==> src/rtl/fifo_pkt_pkg.sv <==
// fifo_pkt_pkg: types and constants shared by the packet FIFO writer and reader
package fifo_pkt_pkg;
   localparam int PKT_DATA_WIDTH = 8;
   localparam int EOP_BIT = PKT_DATA_WIDTH;
   localparam int TRAILER_WORDS = 2;
   localparam int PKT_CNT_WIDTH = 16;
   typedef enum logic [1:0] {DATA, TRL_CNT, TRL_SUM} pkt_state_t;
endpackage

==> src/rtl/fifo_pkt_writer.sv <==
// fifo_pkt_writer: streams packets into the FIFO write port and appends a count + XOR checksum trailer
module fifo_pkt_writer
   import fifo_pkt_pkg::*;
#(
   parameter int DATA_WIDTH = PKT_DATA_WIDTH,
   localparam int FIFO_WIDTH = DATA_WIDTH + 1
) (
   input  logic                     wr_clk,
   input  logic                     wr_rstn,
   input  logic                     s_valid,
   output logic                     s_ready,
   input  logic [DATA_WIDTH-1:0]    s_data,
   input  logic                     s_last,
   output logic                     wr_en,
   output logic [FIFO_WIDTH-1:0]    wr_data,
   input  logic                     wr_full,
   output logic                     pkt_done,
   output logic [PKT_CNT_WIDTH-1:0] pkt_count
);
   pkt_state_t state;
   logic run;
   logic [DATA_WIDTH-1:0] beat_cnt;
   logic [DATA_WIDTH-1:0] csum;
   // Payload passes straight through; trailer words are written whenever the FIFO has room
   always_comb begin
      s_ready = run && !wr_full && state == DATA;
      wr_en   = run && !wr_full && (state != DATA || s_valid);
      wr_data = state == DATA ? {1'b0, s_data} : state == TRL_CNT ? {1'b0, beat_cnt} : {1'b1, csum};
   end
   always_ff @(posedge wr_clk or negedge wr_rstn)
      if (!wr_rstn) begin
         state     <= DATA;
         run       <= 1'b0;
         beat_cnt  <= '0;
         csum      <= '0;
         pkt_count <= '0;
         pkt_done  <= 1'b0;
      end else begin
         run      <= 1'b1;
         pkt_done <= 1'b0;
         if (wr_en)
            case (state)
               DATA: begin
                  beat_cnt <= beat_cnt + 1'b1;
                  csum     <= csum ^ s_data;
                  if (s_last) state <= TRL_CNT;
               end
               TRL_CNT: state <= TRL_SUM;
               default: begin
                  beat_cnt  <= '0;
                  csum      <= '0;
                  pkt_count <= pkt_count + 1'b1;
                  pkt_done  <= 1'b1;
                  state     <= DATA;
               end
            endcase
      end
endmodule
==> config.mk <==
export PLATFORM = sky130hd
export DESIGN_NAME = fifo_pkt_writer
export DESIGN_NICKNAME = d
export VERILOG_FILES = /design/src/rtl/fifo_pkt_pkg.sv /design/src/rtl/fifo_pkt_writer.sv
export SDC_FILE = /design/constraint.sdc
export NUM_CORES = 1
export LEC_CHECK = 0
export CAP_MARGIN = 15
export CORE_MARGIN = 5
export CORE_UTILIZATION = 50
export DETAILED_ROUTE_END_ITERATION = 6
export MAX_ROUTING_LAYER = met4
export PLACE_DENSITY = 0.79
export SYNTH_ARGS = -nofsm -noshare
export SYNTH_HDL_FRONTEND = slang
export SYNTH_SLANG_ARGS = --single-unit
==> constraint.sdc <==
create_clock -name wr_clk -period 1.87 [get_ports wr_clk]
set_clock_uncertainty 0.1 [all_clocks]
set_input_delay 0.374 -clock wr_clk [delete_from_list [all_inputs] [get_ports wr_clk]]
set_output_delay 0.374 -clock wr_clk [all_outputs]
set_load 0.02 [all_outputs]
==> impl_metrics.ini <==
[synthesis]
synth_flop_cell = dfrtp_1
yosysTopAreaCell = dfrtp_1
netlist_top_cells_area = dfrtp_1 (49%), xor2_1 (7.1%), xnor2_1 (5.7%)
synth.most_common_cell = dfrtp_1
synth_commonest_cells = dfrtp_1 (36), nand2_1 (22), xor2_1 (15)
synth_nets = 195
synth_area_per_cell_um2 = 10.2
syn_area_um2 = 1840
ys_seq_area_share_pct = 49.0
synth_top_area_share_pct = 49.0
synth_cell_types = 33
synth-seq-cells = 36
async_flop_share_pct = 100
synth_cells = 180
ys_warn_count = 0
synth_edf_count = 0

[placement]
gp_congestion = 0.772
dp_hpwl_mm = 2.83
port_buffers = 40

[timing]
setup_viol = 0
timing.final.crit_share_pct = 97.1
hold_violations = 0
timing.setup.tns_ns = 0
slew_viol_final = 0
fmaxAchievable_mhz = 551
post-route-min-period_ns = 1.82
rsz0062_at_grt = false

[final_layout]
area_growth_pct = 36.8
drive_above_1_share_pct = 19.3
diodes = 0
final_nets = 257
final.fill_count = 293

[clock_tree]
clk_latency_ns = 0.29
clock-sinks = 36
clk_pin_slew_ns = 0.07
cts_buffers = 5
h-tree-depth = 2
ctsHoldBuffers = 0
post_cts_buffers = 0
cts_max_path_buffers = 2
cts_tree = done
cts-root-buf = clkbuf_8

[worst_setup_path]
crit_buf_inv = 1
crit_path_start_kind = flip-flop
arrival_ns = 1.34
slowest_delay_ns = 0.65
path_max_fanout = 3
cp.required_ns = 1.40
critPathSlowestCell = clkdlybuf4s50_1
path_cells = clkdlybuf4s50_1
crit_family = buffers and inverters
criticalPathCategory = reg2out
critPathCaptureType = output port

[grt]
grt_overflow_total = 0
grt_util_all_layers_pct = 17.1
antenna_found_initial = 0
grt_pass1_wl_mm = 6.68
grt_pass1_vias = 1503
grt_max_degree = 37

[floorplanning]
die_y_um = 70.6
ios = 41
core_um2 = 3610
die-area_um2 = 4990
die_x_um = 70.6
row_count = 22
start_util_pct = 51.0

[hold_path]
holdCritPathClass = reg2reg

[detailed_routing]
drcViolationCount = 0
avgRoutedWirePerCell_um = 13.3
first_iter_violations = 67
firstDrtPassIters = 4
routed-via-count = 1511
vias_per_cell = 5.19
final_antenna_net_count = 0
finalWirelength_mm = 3.87

[power]
total_power_mw = 2.37
power.leakage_nw = 1.21
vdd_drop_max_v = 0.000599
powerDensity_nw_per_um2 = 941

[job]
drv_cap = 0

[run_status]
status = finished clean
-- repair_timing --
action | CTS | global route
setup endpoints to repair | 11 | 11
pin swaps | 0 | 1
cloned | 0 | 0
gates resized for setup | 46 | 11
-- per-layer routing --
| metal | track usage [%] | vias up | part of all wire, % |
|---|---|---|---|
| met5 | - | - | 0 |
| met4 | 7.93 | 0 | 1.5 |
| met3 | 3.69 | 7 | 4.9 |
| met2 | 26.7 | 38 | 49 |
| met1 | 21.2 | 724 | 45 |
| li1 | - | 742 | - |
-- sequential cells by signal (all words and copies together), names as in the netlist --
| register | cells |
|---|---|
| beat_cnt | 8 |
| csum | 8 |
| pkt_count | 16 |
| pkt_done | 1 |
| run | 1 |
| state | 2 |
-- final timing paths --
path / slack (ns) / from / to / cells after the start
setup / recovery: 0.05 / pkt_count[4] / pkt_count[4] / 1
hold / removal: 0.37 / pkt_count[15] / pkt_count[15] / 1
setup reg to reg: 0.18 / state[0] / beat_cnt[7] / 6
hold reg to reg: 0.37 / pkt_count[15] / pkt_count[15] / 1
max in group asynchronous: 0.94 / wr_rstn / pkt_count[14] / 2
min in group asynchronous: 0.40 / wr_rstn / run / 2
-- layout by cell type, fill, tap and decap left out, drive strengths merged, types with 4 or more instances in the layout --
cell type,Yosys,layout
o211ai,10,10
xor2,15,15
nand2,22,22
xnor2,12,12
clkbuf,3,5
dfrtp,36,36
o21ai,14,14
a21oi,4,4
nand3,7,7
clkdlybuf4s50,0,25
buf,6,34
dlymetal6s2s,0,4
nor3,5,5
nor2,14,14
clkinv,1,4
mux2i,8,8
-- report_power, final --
group / internal (mW) / switching, mW
logic: 0.355 / 0.390
registers: 0.942 / 0.137
clock network: 0.259 / 0.282
-- area by class of cell --
| class | instances | area, um^2 | share of cell area (%) |
|---|---|---|---|
| Multi-Input combinational cell | 134 | 895 | 35.6 |
| Tap cell | 48 | 60.1 | 2.39 |
| Clock inverter | 3 | 18.8 | 0.747 |
| Inverter | 1 | 3.75 | 0.149 |
| Timing Repair Buffer | 64 | 567 | 22.5 |
| Sequential cell | 36 | 901 | 35.8 |
| Clock buffer | 5 | 68.8 | 2.74 |
-- per-stage QoR --
stage / hold WS [ns] / instances / util [%] / worst slack [ns] / cell area [um^2]
floorplan: -0.0216 / 180 / - / 0.0242 / 1840
global placement: 0.360 / 283 / 68.2 / -0.480 / 2460
detailed placement: 0.364 / 283 / 68.2 / -0.561 / 2460
CTS: 0.379 / 291 / 70.5 / -0.0128 / 2540
global route: 0.404 / 291 / 69.7 / 0.00106 / 2510
finish: 0.372 / 291 / 69.7 / 0.0546 / 2510
-- cells by family (layout without fill, tap and decap cells) --
kind of cell,after synthesis,in the layout,share of synthesized area [%]
XOR/XNOR,27,27,12.9
other,1,1,0.204
AO/OA/AOI/OAI,31,31,10.4
adder cells (fa/ha/maj),2,2,1.36
flip-flops,36,36,49.0
multiplexers,8,8,4.36
buffers and inverters,10,73,2.59
AND/OR/NAND/NOR,65,65,19.2
Power figures use the tool's default switching activity.
